## config.mk

```make
export PLATFORM = sky130hd
export DESIGN_NAME = uart_line_tx
export DESIGN_NICKNAME = d
export VERILOG_FILES = /design/src/rtl/uart_pkg.sv /design/src/rtl/uart_tx_bit.sv /design/src/rtl/uart_line_tx.sv
export SDC_FILE = /design/constraint.sdc
export NUM_CORES = 1
export LEC_CHECK = 0
export CORE_AREA = 2 2 59 61
export DETAILED_ROUTE_END_ITERATION = 12
export DIE_AREA = 0 0 61 63
export PLACE_DENSITY = 0.79
export SLEW_MARGIN = 20
export SYNTH_ARGS = -nofsm -noshare
export SYNTH_HDL_FRONTEND = slang
export SYNTH_SLANG_ARGS = --single-unit
```

## constraint.sdc

```tcl
create_clock -name clk -period 5.5 [get_ports clk]
set_input_delay 1.375 -clock clk [delete_from_list [all_inputs] [get_ports clk]]
set_output_delay 1.375 -clock clk [all_outputs]
set_load 0.01 [all_outputs]
```

## src/rtl/uart_pkg.sv

```systemverilog
// Shared types and constants for the line-oriented UART transmitter.
// Holds the line FSM encoding, ASCII control bytes and baud-divider helpers.
package uart_pkg;

  typedef enum logic [2:0] {
    ST_IDLE  = 3'd0,
    ST_FETCH = 3'd1,
    ST_START = 3'd2,
    ST_DATA  = 3'd3,
    ST_STOP  = 3'd4,
    ST_CR    = 3'd5,
    ST_LF    = 3'd6
  } line_state_e;

  localparam logic [7:0] ASCII_CR = 8'h0D;
  localparam logic [7:0] ASCII_LF = 8'h0A;
  localparam logic [7:0] ASCII_SP = 8'h20;

  // Rounded clocks-per-bit, clamped so every bit spans at least two clocks.
  function automatic int unsigned calc_baud_div(input int unsigned clk_hz,
                                                input int unsigned baud);
    int unsigned div_v;
    div_v = (clk_hz + (baud / 32'd2)) / baud;
    if (div_v < 32'd2) begin
      div_v = 32'd2;
    end else begin
      div_v = div_v;
    end
    return div_v;
  endfunction

  function automatic int unsigned calc_cnt_width(input int unsigned baud_div);
    int unsigned w_v;
    w_v = $clog2(baud_div);
    if (w_v < 32'd1) begin
      w_v = 32'd1;
    end else begin
      w_v = w_v;
    end
    return w_v;
  endfunction

endpackage

```

## src/rtl/uart_tx_bit.sv

```systemverilog
// Single 8N1 frame serialiser: start bit, eight data bits LSB first, stop bit.
// A load strobe (which may coincide with frame_done) starts a new frame at once.
module uart_tx_bit
  import uart_pkg::*;
#(
  parameter int unsigned BAUD_DIV = 434
) (
  input  logic       clk,
  input  logic       rst,
  input  logic       load,
  input  logic [7:0] data,
  output logic       frame_done,
  output logic       bit_end,
  output logic       in_stop,
  output logic       tx
);

  localparam int unsigned     CNT_W     = calc_cnt_width(BAUD_DIV);
  localparam logic [CNT_W-1:0] BAUD_LAST = CNT_W'(BAUD_DIV - 32'd1);
  localparam logic [CNT_W-1:0] BAUD_ZERO = {CNT_W{1'b0}};

  logic [CNT_W-1:0] baud_cnt_r;
  logic [3:0]       bit_cnt_r;
  logic [7:0]       shift_r;
  logic             active_r;
  logic             tx_r;
  logic             bit_end_s;

  // bit_cnt_r: 0 = start bit, 1..8 = data bits, 9 = stop bit
  assign bit_end_s  = active_r && (baud_cnt_r == BAUD_LAST);
  assign bit_end    = bit_end_s;
  assign frame_done = bit_end_s && (bit_cnt_r == 4'd9);
  assign in_stop    = active_r && (bit_cnt_r == 4'd9);
  assign tx         = tx_r;

  // Baud counter, bit counter, shift register and registered line driver.
  always_ff @(posedge clk) begin
    if (rst) begin
      baud_cnt_r <= BAUD_ZERO;
      bit_cnt_r  <= 4'd0;
      shift_r    <= 8'h00;
      active_r   <= 1'b0;
      tx_r       <= 1'b1;
    end else if (load) begin
      baud_cnt_r <= BAUD_ZERO;
      bit_cnt_r  <= 4'd0;
      shift_r    <= data;
      active_r   <= 1'b1;
      tx_r       <= 1'b0;
    end else if (bit_end_s) begin
      baud_cnt_r <= BAUD_ZERO;
      if (bit_cnt_r < 4'd8) begin
        bit_cnt_r <= bit_cnt_r + 4'd1;
        tx_r      <= shift_r[0];
        shift_r   <= {1'b0, shift_r[7:1]};
      end else if (bit_cnt_r == 4'd8) begin
        bit_cnt_r <= 4'd9;
        tx_r      <= 1'b1;
      end else begin
        bit_cnt_r <= 4'd0;
        active_r  <= 1'b0;
        tx_r      <= 1'b1;
      end
    end else if (active_r) begin
      baud_cnt_r <= baud_cnt_r + {{(CNT_W-1){1'b0}}, 1'b1};
    end else begin
      baud_cnt_r <= BAUD_ZERO;
    end
  end

endmodule

```

## src/rtl/uart_line_tx.sv

```systemverilog
// Sends one 32-character text line as UART 8N1 per start pulse, optionally
// followed by CR/LF; scans the character source through the index port.
module uart_line_tx
  import uart_pkg::*;
#(
  parameter int unsigned CLK_HZ    = 50_000_000,
  parameter int unsigned BAUD      = 115200,
  parameter int unsigned LINE_LEN  = 32,
  parameter int unsigned SEND_CRLF = 1
) (
  input  logic       clk,
  input  logic       rst,
  input  logic       start,
  input  logic [7:0] char_in,
  output logic [4:0] index,
  output logic       tx,
  output logic       busy,
  output logic       done
);

  localparam int unsigned BAUD_DIV = calc_baud_div(CLK_HZ, BAUD);
  localparam logic [4:0]  LAST_IDX = 5'(LINE_LEN - 32'd1);

  line_state_e state_r, state_s;
  logic [4:0]  index_r, index_s;
  logic        busy_r, busy_s;
  logic        done_r, done_s;
  logic        fetch_cnt_r, fetch_cnt_s;
  logic        load_s;
  logic [7:0]  load_byte_s;
  logic        frame_done_s;
  logic        bit_end_s;
  logic        in_stop_s;

  uart_tx_bit #(
    .BAUD_DIV(BAUD_DIV)
  ) u_bit (
    .clk       (clk),
    .rst       (rst),
    .load      (load_s),
    .data      (load_byte_s),
    .frame_done(frame_done_s),
    .bit_end   (bit_end_s),
    .in_stop   (in_stop_s),
    .tx        (tx)
  );

  assign index = index_r;
  assign busy  = busy_r;
  assign done  = done_r;

  // Line sequencer state and registered status outputs.
  always_ff @(posedge clk) begin
    if (rst) begin
      state_r     <= ST_IDLE;
      index_r     <= 5'd0;
      busy_r      <= 1'b0;
      done_r      <= 1'b0;
      fetch_cnt_r <= 1'b0;
    end else begin
      state_r     <= state_s;
      index_r     <= index_s;
      busy_r      <= busy_s;
      done_r      <= done_s;
      fetch_cnt_r <= fetch_cnt_s;
    end
  end

  // Next-state decode; frame loads happen on the same edge that ends the
  // previous stop bit so CR/LF follow with no gap.
  always_comb begin
    state_s     = state_r;
    index_s     = index_r;
    busy_s      = busy_r;
    done_s      = 1'b0;
    fetch_cnt_s = fetch_cnt_r;
    load_s      = 1'b0;
    load_byte_s = char_in;
    case (state_r)
      ST_IDLE: begin
        busy_s = 1'b0;
        if (start) begin
          state_s     = ST_FETCH;
          index_s     = 5'd0;
          busy_s      = 1'b1;
          fetch_cnt_s = 1'b0;
        end else begin
          state_s = ST_IDLE;
        end
      end
      ST_FETCH: begin
        // the source is registered, so char_in is valid on the second clock
        if (fetch_cnt_r) begin
          load_s      = 1'b1;
          load_byte_s = char_in;
          fetch_cnt_s = 1'b0;
          state_s     = ST_START;
        end else begin
          fetch_cnt_s = 1'b1;
        end
      end
      ST_START: begin
        if (bit_end_s) begin
          state_s = ST_DATA;
        end else begin
          state_s = ST_START;
        end
      end
      ST_DATA: begin
        if (in_stop_s) begin
          state_s = ST_STOP;
        end else begin
          state_s = ST_DATA;
        end
      end
      ST_STOP: begin
        if (frame_done_s) begin
          if (index_r < LAST_IDX) begin
            index_s     = index_r + 5'd1;
            fetch_cnt_s = 1'b0;
            state_s     = ST_FETCH;
          end else if (SEND_CRLF != 32'd0) begin
            load_s      = 1'b1;
            load_byte_s = ASCII_CR;
            state_s     = ST_CR;
          end else begin
            state_s = ST_IDLE;
            busy_s  = 1'b0;
            done_s  = 1'b1;
            index_s = 5'd0;
          end
        end else begin
          state_s = ST_STOP;
        end
      end
      ST_CR: begin
        if (frame_done_s) begin
          load_s      = 1'b1;
          load_byte_s = ASCII_LF;
          state_s     = ST_LF;
        end else begin
          state_s = ST_CR;
        end
      end
      ST_LF: begin
        if (frame_done_s) begin
          state_s = ST_IDLE;
          busy_s  = 1'b0;
          done_s  = 1'b1;
          index_s = 5'd0;
        end else begin
          state_s = ST_LF;
        end
      end
      default: begin
        state_s = ST_IDLE;
        busy_s  = 1'b0;
        index_s = 5'd0;
      end
    endcase
  end

endmodule

```

### Word-level counts from Yosys, hierarchy flattened

Cells that the tools add are included.

* equality and inequality tests: 16
* bitwise gates (word level): 4
* add/subtract/negate cells: 3
* reduce and logical (&&, ||, !) cells: 17
* order comparisons: 2
* mux-type cells: 43

Operator list (number)
* 2-to-1 mux 8 bit: 6
* one-hot mux 3 bit (7 select lines): 1
* 2-to-1 mux 5 bit: 4
* one-hot mux 5 bit (4 select lines): 1
* 2-to-1 mux 1 bit: 19
* one-hot mux 8 bit (2 select lines): 1
* 2-to-1 mux 3 bit: 5
* inequality test 2 bit, second input constant: 7
* adder 9 x 1 -> 9 bit, second input constant: 1
* == test 3 bit, second input constant: 3
* == test 9 bit, second input constant: 1
* one-hot mux 1 bit (3 select lines): 3
* == test 4 bit, second input constant: 2
* 2-to-1 mux 4 bit: 2
* OR reduction 4 bit: 2
* == test 3 x 2 -> 1 bit, second input constant: 2
* adder 5 x 1 -> 5 bit, second input constant: 1
* < comparator 5 bit, second input constant: 1
* AND reduction 5 bit: 1
* OR reduction 5 bit: 1
* adder 4 x 1 -> 4 bit, second input constant: 1
* < comparator 4 bit, second input constant: 1
* inverter 1 bit: 4
* AND reduction 2 bit: 2
* other kinds (9): 13

* output and inout bits: 8
* input bits: 11
* register bits after elaboration: 34

### Depth between registers and ports, before layout

Gate-level depths: netlist of the first run.

* depth in word-level cells: 7
* gate-level depth with buffers: 8
* gate-level depth less buffers: 7

### Hierarchy

A second synthesis of the first run with hierarchy kept.

* cell total of the unflattened synthesis: 248
* area total of the unflattened synthesis: 2021.9 sq um

Modules (own cells, without submodules)
* uart_tx_bit: instances 1, area each 1273.7 sq um, cells an instance 151
* uart_line_tx: instances 1, area each 748.2 sq um, cells an instance 97

### Least setup slack after synthesis of the first run

No wires, ideal clock.

* path kind: input to register
* start: input port rst
* end: register u_bit.shift_r[5]
* buffers on the path: 2
* path slack: 3377 ps
* cell stages on the path: 3
* arrival: 1992 ps
* data required time: 5369 ps
* setup time: 131 ps
* cell sequence: clkbuf_1 -> clkbuf_1 -> nor3_1

RTL lines
* start, declared: RTL line uart_line_tx.sv:12 `input logic rst,`
* end signal, assigned: RTL line uart_tx_bit.sv:47 `shift_r <= data;`
* end signal, assigned: RTL line uart_tx_bit.sv:55 `shift_r <= {1'b0, shift_r[7:1]};`
* end, declared: RTL line uart_tx_bit.sv:24 `logic [7:0] shift_r;`

No word-level cell between the ends.

### Worst setup path after layout of the first run

* start: register index_r[3] (netlist: index[3])
* end: output port index[3]

RTL lines
* start, declared: RTL line uart_line_tx.sv:25 `logic [4:0] index_r, index_s;`
* start signal, assigned: RTL line uart_line_tx.sv:62 `index_r <= index_s;`
* end, declared: RTL line uart_line_tx.sv:15 `output logic [4:0] index,`

No word-level cell between the ends.

==> impl_results.md, run 1 <==
* Status: finished, final reports clean
* Cell area after synthesis at 1800 sq um
* Core area at 3230 sq um
* DR DRC count at 0
* Synth area leader: dfxtp_1
* Area occupied by multi-input gates at 1040 sq um
* Routed WL at 3490 um
* Worst-path cell with the longest stage delay: clkdlybuf4s50_1
* # Max-Cap Violations at 0
* Syn. warnings at 0
* Setup-failing EPs final at 0
* Die height at 63 um
* CTS Root Cell: clkbuf_4
* Total gr overflow at 0
* CP Max Fanout at 7
* Critical Path Max Stage Delay at 0.57 ns
* Post-synth top area share at 37.9%
* Setup TNS at 0 ns
* Prevailing post-synth register cell: dfxtp_1
* Top post-synthesis cells by area: dfxtp_1 (38%), nor2_1 (6.7%), ha_1 (4.2%)
* DP HPWL at 2490 um
* Drt wl/cell at 12.5 um
* Setup crit end kind: output port
* Vias in the first global route at 1421
* Lkg Pwr at 0.000699 uW
* Slew margin rel. at 54.5%
* ANT nets after route at 0
* CP Cell Sequence: clkdlybuf4s50_1
* CTS tree: yes
* RSZ-0062 raised after global routing: false
* Worst-Margin Slew at 0.681 ns
* Share of cells above drive strength 1 at 5.17%
* Clock Skew at 0.0113 ns
* R2r startpoint: u_bit.bit_cnt_r[3]$_SDFFE_PP0P_
* PD cells at 227 nW/um^2
* Via count at 1570
* Clock period minus worst slack at 2.74 ns
* Worst R2R Setup Slack at 3.32 ns
* Hold Vio Cnt, Final at 0
* Worst path depth at 1
* CTS Buf Count at 5
* Vias per std cell at 5.65
* Post-CTS sizing at 0
* Io pins at 19
* First-pass DRT Iterations at 4
* Peak VDD IR at 0.140 mV
* Nets at 248
* Die area at 3840 sq um
* Crit path kind: reg -> out
* Worst-path clk slew at 0.10 ns
* WP data required at 4.12 ns
* 1st-iter DRT viols at 76
* CTS Sinks at 34
* Crit start category: flop
* CP arrival at 1.37 ns
* CP Launch Point: index[3]$_SDFFE_PP0P_
* R2R Path End: index[0]$_SDFFE_PP0P_
* Synthesis-stage register bit count at 34
* Starting Density at 55.6%
* Rows at 21
* Routability Congestion at 0.830
* First-pass GRT wire length at 6180 um
* Die width at 61 um
* Setup bufs post-CTS at 0
* Initial antenna violation count at 0
* Post-CTS Hold Fix Bufs at 0
* Asr flop ratio synth at 0%
* Reg area at 681 sq um
* Syn Inst Count at 216
* Ant. Diodes at 0
* Fillcell total at 294
* Synth unique cells at 48
* Crit-path leading delay family: buffers and inverters
* Count of input and output buffers at 18
* Clk_lat worst skew at 0.34 ns
* Synth-to-layout area growth at 14.0%
* Post-synth EDFFs at 0
* Fin crit share at 49.9%
* CP bufs+invs at 1
* Overall routing resource usage at 21.2%
* Top-count cell post-synth: dfxtp_1
* Peak Freq at 0.364 GHz
* Fin util at 63.3%
* Post-Syn Nets at 233
* Largest net degree at the start of global routing at 20
* Avg Cell Area, Syn at 8.31 sq um
* Critical path endpoint: index[3]
* R2R depth at 5
* Hold crit path type: reg -> reg
* CTS max path bufs at 2
* Proportion of synthesized chip area in sequential cells at 37.9%
* Pins Over Slew Limit at 0
* H-tree lvl count at 2
* Synth top cells by count: dfxtp_1 (34), nor2_1 (32), nand2_1 (17), nand3_1 (14)
## layout by cell type (no fill, tap or decap), types with 2 or more instances in the layout
cell	synthesis	routed
clkdlybuf4s50_1	0	18
a211oi_1	2	2
nand3_1	14	14
ha_1	6	6
nor2b_1	3	3
nor2_1	32	32
a2bb2oi_1	3	3
dfxtp_1	34	34
nand4_1	3	3
nor3_1	6	6
nand4b_1	2	2
a311oi_1	5	5
xor2_1	3	3
o311a_1	2	2
o21bai_1	2	2
inv_1	8	8
and3_1	6	6
nand2_1	17	17
a21oi_1	12	12
mux2i_1	3	3
xnor2_1	5	5
o21ai_0	12	12
nor3b_1	3	3
clkbuf_4	0	5
## where the power goes
group	switching [uW]	internal [uW]	total (uW)
Clock	82.0	61.9	144
Sequential	12.7	254	267
Combinational	28.8	24.7	53.5
Total	124	341	464
## worst min path at each step
stage | startpoint | end | slack, ns | cells past startpoint
floorplan | u_bit.baud_cnt_r[0]$_SDFF_PP0_ | u_bit.baud_cnt_r[0]$_SDFF_PP0_ | 0.43 | 1
global placement | u_bit.baud_cnt_r[0]$_SDFF_PP0_ | u_bit.baud_cnt_r[0]$_SDFF_PP0_ | 0.44 | 1
detailed placement | u_bit.baud_cnt_r[0]$_SDFF_PP0_ | u_bit.baud_cnt_r[0]$_SDFF_PP0_ | 0.46 | 1
CTS | u_bit.baud_cnt_r[0]$_SDFF_PP0_ | u_bit.baud_cnt_r[0]$_SDFF_PP0_ | 0.49 | 1
global route | index[1]$_SDFFE_PP0P_ | index[1]$_SDFFE_PP0P_ | 0.53 | 2
finish | u_bit.baud_cnt_r[0]$_SDFF_PP0_ | u_bit.baud_cnt_r[0]$_SDFF_PP0_ | 0.48 | 1
## per-stage QoR
stage	cells	area [sq um]	total power, uW	hold slack, ns	setup WS (ns)
after floorplan	216	1800	307	0.430	3.38
after global placement	270	1990	325	0.439	2.56
after detailed placement	270	1990	325	0.461	2.52
after CTS	278	2050	468	0.485	2.75
after global routing	278	2050	489	0.533	2.68
final	278	2050	464	0.481	2.76
## layout make-up
| type | instances | area share, % |
|---|---|---|
| Timing Repair Buffer | 18 | 8.80 |
| Tap cell | 46 | 2.81 |
| Clock inverter | 1 | 0.244 |
| Clock buffer | 7 | 2.69 |
| Sequential cell | 34 | 33.3 |
| Inverter | 8 | 1.47 |
| Multi-Input combinational cell | 164 | 50.7 |
## kinds of logic (layout without fill, tap and decap cells)
logic type,count (synthesis),in the layout,share of synthesized area [%]
and+or+nand+nor,94,94,27.2
buffers and inverters,18,34,4.25
DFF,34,34,37.9
adders and majority gates,6,6,4.18
muxes,3,3,1.67
xor gates and xnor gates,8,8,3.90
AOI/OAI and AO/OA,53,53,20.8
## state kept, by name, indices dropped and copies added, names as in the netlist
signal and cells:
state_r 3, fetch_cnt_r 1, u_bit.shift_r 8, u_bit.tx 1, u_bit.active_r 1, index 5
u_bit.bit_cnt_r 4, done 1, busy 1, u_bit.baud_cnt_r 9
## routing by layer
| metal | part of all wire [%] | GRT usage, % | up-vias |
|---|---|---|---|
| met2 | 46 | 30.1 | 22 |
| met1 | 49 | 29.5 | 719 |
| met4 | 1.8 | 8.97 | 0 |
| met3 | 3.7 | 6.21 | 7 |
| met5 | 0 | 0 | - |
| li1 | - | - | 822 |
Note: power is estimated with default switching activity, not from simulation.
==> run 2: changes to the inputs <==
Settings changed: CORE_AREA 2 2 59 61 to 2 2 60 62, DIE_AREA 0 0 61 63 to 0 0 62 64, PLACE_DENSITY 0.79 to 0.77.
Clock period 5.5 ns to 2.6 ns, I/O delays scaled along.
==> impl_results.md, run 2 (synthesis gave the netlist of run 1 again) <==
* Status: finished, final reports clean
* Setup bufs post-CTS at 0
* 1st-iter DRT viols at 86
* CTS tree: yes
* Routed WL at 3480 um
* Area occupied by multi-input gates at 1040 sq um
* Die width at 62 um
* Hold Vio Cnt, Final at 0
* NetSw at 259 uW
* Most flop-heavy register: u_bit.baud_cnt_r
* Clock share of power at 30.8%
* Clock period minus worst slack at 2.06 ns
* Most common cell after layout, fill and taps aside: dfxtp_1
* First-pass DRT Iterations at 4
* DP HPWL at 2550 um
* Initial antenna violation count at 0
* Rows at 21
* Setup-failing EPs final at 0
* H-tree lvl count at 2
* Pins Over Slew Limit at 0
* Starting Density at 54.7%
* Setup TNS at 0 ns
* Crit start category: flop
* Count of input and output buffers at 18
* Peak VDD IR at 0.319 mV
* Clk_lat worst skew at 0.34 ns
* Switching Fraction at 26.4%
* Nets at 250
* Overall routing resource usage at 20.6%
* Setup crit end kind: flop
* Die area at 3970 sq um
* CTS Buf Count at 5
* Post-CTS sizing at 0
* ANT nets after route at 0
* Lkg Pwr at 0.000710 uW
* CTS Sinks at 34
* CP Max Fanout at 13
* CTS max path bufs at 2
* Post-CTS Hold Fix Bufs at 0
* Worst-Margin Slew at 0.620 ns
* Slew margin rel. at 58.6%
* Fin crit share at 79.3%
* Comb pwr share at 11.6%
* Peak Freq at 0.485 GHz
* Core area at 3280 sq um
* Share of cells above drive strength 1 at 5.98%
* Worst-path cell with the longest stage delay: dfxtp_1
* PD cells at 476 nW/um^2
* First-pass GRT wire length at 6240 um
* # Max-Cap Violations at 0
* Cell Int Power at 722 uW
* RSZ-0062 raised after global routing: false
* WP data required at 2.88 ns
* Worst-path clk slew at 0.11 ns
* Routability Congestion at 0.879
* Vias in the first global route at 1402
* Clock Skew at 0.0144 ns
* Fillcell total at 290
* Sequential power share at 57.6%
* Vias per std cell at 5.53
* Number of flip-flops under the largest register name at 9
* CP Cell Sequence: and4b_1, and3_1, o221ai_2, a2111o_1, a21oi_1
* Io pins at 19
* Drt wl/cell at 12.4 um
* Crit path kind: reg -> reg
* Die height at 64 um
* Largest net degree at the start of global routing at 20
* Post-layout power at 981 uW
* Commonest cells after routing, fill and taps aside: dfxtp_1 (34), nor2_1 (32), clkdlybuf4s50_1 (18)
* Synth-to-layout area growth at 14.8%
* CP arrival at 2.35 ns
* Reg area at 681 sq um
* Total gr overflow at 0
* Hold crit path type: reg -> reg
* CTS Root Cell: clkbuf_4
* Critical Path Max Stage Delay at 0.57 ns
* Ant. Diodes at 0
* DR DRC count at 0
* Via count at 1549
## run 2: cell types whose count changed in the layout (fill, tap and decap cells not counted)
cell | previous run | this run
buf_4 | 0 | 2
## run 2: area by class of cell
class | count | area share [%]
Clock inverter | 1 | 0.243
Multi-Input combinational cell | 164 | 50.4
Clock buffer | 7 | 2.67
Inverter | 8 | 1.46
Timing Repair Buffer | 20 | 9.47
Tap cell | 46 | 2.79
Sequential cell | 34 | 33.0
## run 2: routing by layer
layer  track usage (%)  part of all wire [%]  vias to the layer above
met2              30.3                    45                       21
li1                  -                     -                      818
met3              5.47                   3.3                        6
met4              7.18                   1.7                        0
met1              28.6                    50                      704
met5                 0                     0                        -
## run 2: power groups by stage
stage	clock (uW)	combinational (uW)	sequential (uW)
finish	302	114	565
global route	338	128	569
global placement	0	113	577
detailed placement	0	113	576
CTS	316	113	564
floorplan	0	91.2	559
## run 2: final timing paths
kind / start / endpoint / slack (ns) / cells past startpoint
max reg2reg: u_bit.bit_cnt_r[3]$_SDFFE_PP0P_ / index[0]$_SDFFE_PP0P_ / 0.54 / 5
min reg2reg: u_bit.baud_cnt_r[0]$_SDFF_PP0_ / u_bit.baud_cnt_r[0]$_SDFF_PP0_ / 0.47 / 1
min: u_bit.baud_cnt_r[0]$_SDFF_PP0_ / u_bit.baud_cnt_r[0]$_SDFF_PP0_ / 0.47 / 1
max: u_bit.bit_cnt_r[3]$_SDFFE_PP0P_ / index[0]$_SDFFE_PP0P_ / 0.54 / 5
## run 2: critical path: cells and delay by family (launching register included)
family	cells	cell delay, ns
compound gates	3	0.74
flops	1	0.57
simple gates	2	0.70
## run 2: through the flow
step | instances | hold slack (ns) | cell area (sq um) | util (%) | setup slack (ns)
finish | 280 | 0.471 | 2060 | 62.8 | 0.537
global route | 280 | 0.508 | 2060 | 62.8 | 0.353
CTS | 280 | 0.478 | 2060 | 62.8 | 0.524
detailed placement | 272 | 0.456 | 2000 | 61.0 | 0.565
global placement | 272 | 0.444 | 2000 | 61.0 | 0.607
floorplan | 216 | 0.430 | 1800 | - | 0.846
==> run 3: changes to the inputs <==
Clock period 2.6 ns to 2.12 ns, I/O delays scaled along.
==> impl_results.md, run 3 (synthesis gave the netlist of run 1 again) <==
* 1st-iter DRT viols at 79
* Drt wl/cell at 13.0 um
* Setup-failing EPs final at 0
* Setup crit end kind: output port
* Overall routing resource usage at 22.3%
* Post-CTS Hold Fix Bufs at 0
* Nets at 255
* Rows at 21
* Setup bufs post-CTS at 0
* Critical Path Max Stage Delay at 0.58 ns
* R2R depth at 7
* R2R Path End: index[2]$_SDFFE_PP0P_
* Io pins at 19
* H-tree lvl count at 2
* # Max-Cap Violations at 0
* R2r startpoint: u_bit.bit_cnt_r[1]$_SDFFE_PP0P_
* Cell Int Power at 855 uW
* Crit start category: flop
* Vias per std cell at 5.70
* Lkg Pwr at 0.000726 uW
* CP Max Fanout at 7
* Peak VDD IR at 0.348 mV
* Vias in the first global route at 1527
* Worst-Margin Slew at 0.514 ns
* Most common cell after layout, fill and taps aside: dfxtp_1
* Starting Density at 54.7%
* Count of input and output buffers at 18
* CP Cell Sequence: clkdlybuf4s50_1
* Largest net degree at the start of global routing at 14
* Hold crit path type: reg -> reg
* Crit-path leading delay family: buffers and inverters
* CTS tree: yes
* Die width at 62 um
* Routability Congestion at 0.803
* Total gr overflow at 0
* Post-layout power at 1160 uW
* Ant. Diodes at 0
* Clock share of power at 27.5%
* Post-CTS sizing at 0
* Comb pwr share at 13.3%
* First-pass GRT wire length at 6690 um
* Commonest cells after routing, fill and taps aside: dfxtp_1 (34), nor2_1 (32), clkdlybuf4s50_1 (18)
* CTS Buf Count at 5
* Hold Vio Cnt, Final at 0
* CTS max path bufs at 2
* NetSw at 306 uW
* ANT nets after route at 0
* Routed WL at 3710 um
* Clock period minus worst slack at 1.88 ns
* RSZ-0062 raised after global routing: false
* Worst-path clk slew at 0.09 ns
* Die area at 3970 sq um
* Pins Over Slew Limit at 0
* Clock Skew at 0.00746 ns
* Crit path kind: reg -> out
* Die height at 64 um
* WP data required at 1.59 ns
* CP Launch Point: index[3]$_SDFFE_PP0P_
* Fin crit share at 88.9%
* CP bufs+invs at 1
* Hold Path Sink: u_bit.baud_cnt_r[0]$_SDFF_PP0_
* Synth-to-layout area growth at 16.1%
* Initial antenna violation count at 0
* CP arrival at 1.35 ns
* Sequential power share at 59.2%
* Peak Freq at 0.531 GHz
* Share of cells above drive strength 1 at 7.14%
* PD cells at 557 nW/um^2
* Setup TNS at 0 ns
* Final hold slack at 0.474 ns
* Worst-path cell with the longest stage delay: clkdlybuf4s50_1
* CTS Root Cell: clkbuf_4
* Core area at 3280 sq um
* Via count at 1618
* First-pass DRT Iterations at 4
* Slew margin rel. at 65.4%
* Hold_sp: u_bit.baud_cnt_r[0]$_SDFF_PP0_
* Switching Fraction at 26.4%
* Worst R2R Setup Slack at 0.25 ns
* DR DRC count at 0
* Hold path depth at 1
* DP HPWL at 2760 um
* Most flop-heavy register: u_bit.baud_cnt_r
* Clk_lat worst skew at 0.33 ns
* Number of flip-flops under the largest register name at 9
* CTS Sinks at 34
* Status: finished, final reports clean
run 3: through the flow:
step	cells	utilization, %	setup WS, ns	area (sq um)
after floorplan	216	-	0.366	1800
after global placement	277	62.1	0.318	2040
after detailed placement	277	62.1	0.266	2040
after CTS	284	63.5	0.220	2080
after global routing	284	63.5	0.0194	2080
final	284	63.5	0.236	2080
run 3: layout make-up:
type	instances	area (sq um)
Tap cell	46	57.6
Inverter	8	30.0
Sequential cell	34	681
Multi-Input combinational cell	164	1040
Clock buffer	7	45.0
Fill cell	299	1200
Timing Repair Buffer	25	233
run 3: power groups by stage:
stage | Clock, uW | Combinational (uW) | Sequential [uW]
finish | 319 | 155 | 687
detailed placement | 0 | 153 | 702
floorplan | 0 | 112 | 686
global route | 367 | 176 | 692
global placement | 0 | 154 | 702
CTS | 335 | 154 | 687
run 3: how the worst max path moves through the flow:
stage | end | slack (ns) | cells after the start
floorplan | index[0]$_SDFFE_PP0P_ | 0.37 | 7
global placement | index[0]$_SDFFE_PP0P_ | 0.32 | 7
detailed placement | u_bit.shift_r[3]$_SDFFE_PP0P_ | 0.27 | 6
CTS | index[3] | 0.22 | 1
global route | u_bit.shift_r[3]$_SDFFE_PP0P_ | 0.02 | 6
finish | index[3] | 0.24 | 1
run 3: layer usage:
metal | track usage (%) | routed length (um) | vias to the layer above
li1 | - | - | 834
met1 | 30.1 | 1780 | 730
met2 | 33.1 | 1710 | 46
met3 | 4.25 | 154 | 8
met4 | 11.2 | 62 | 0
met5 | 0 | 0 | -
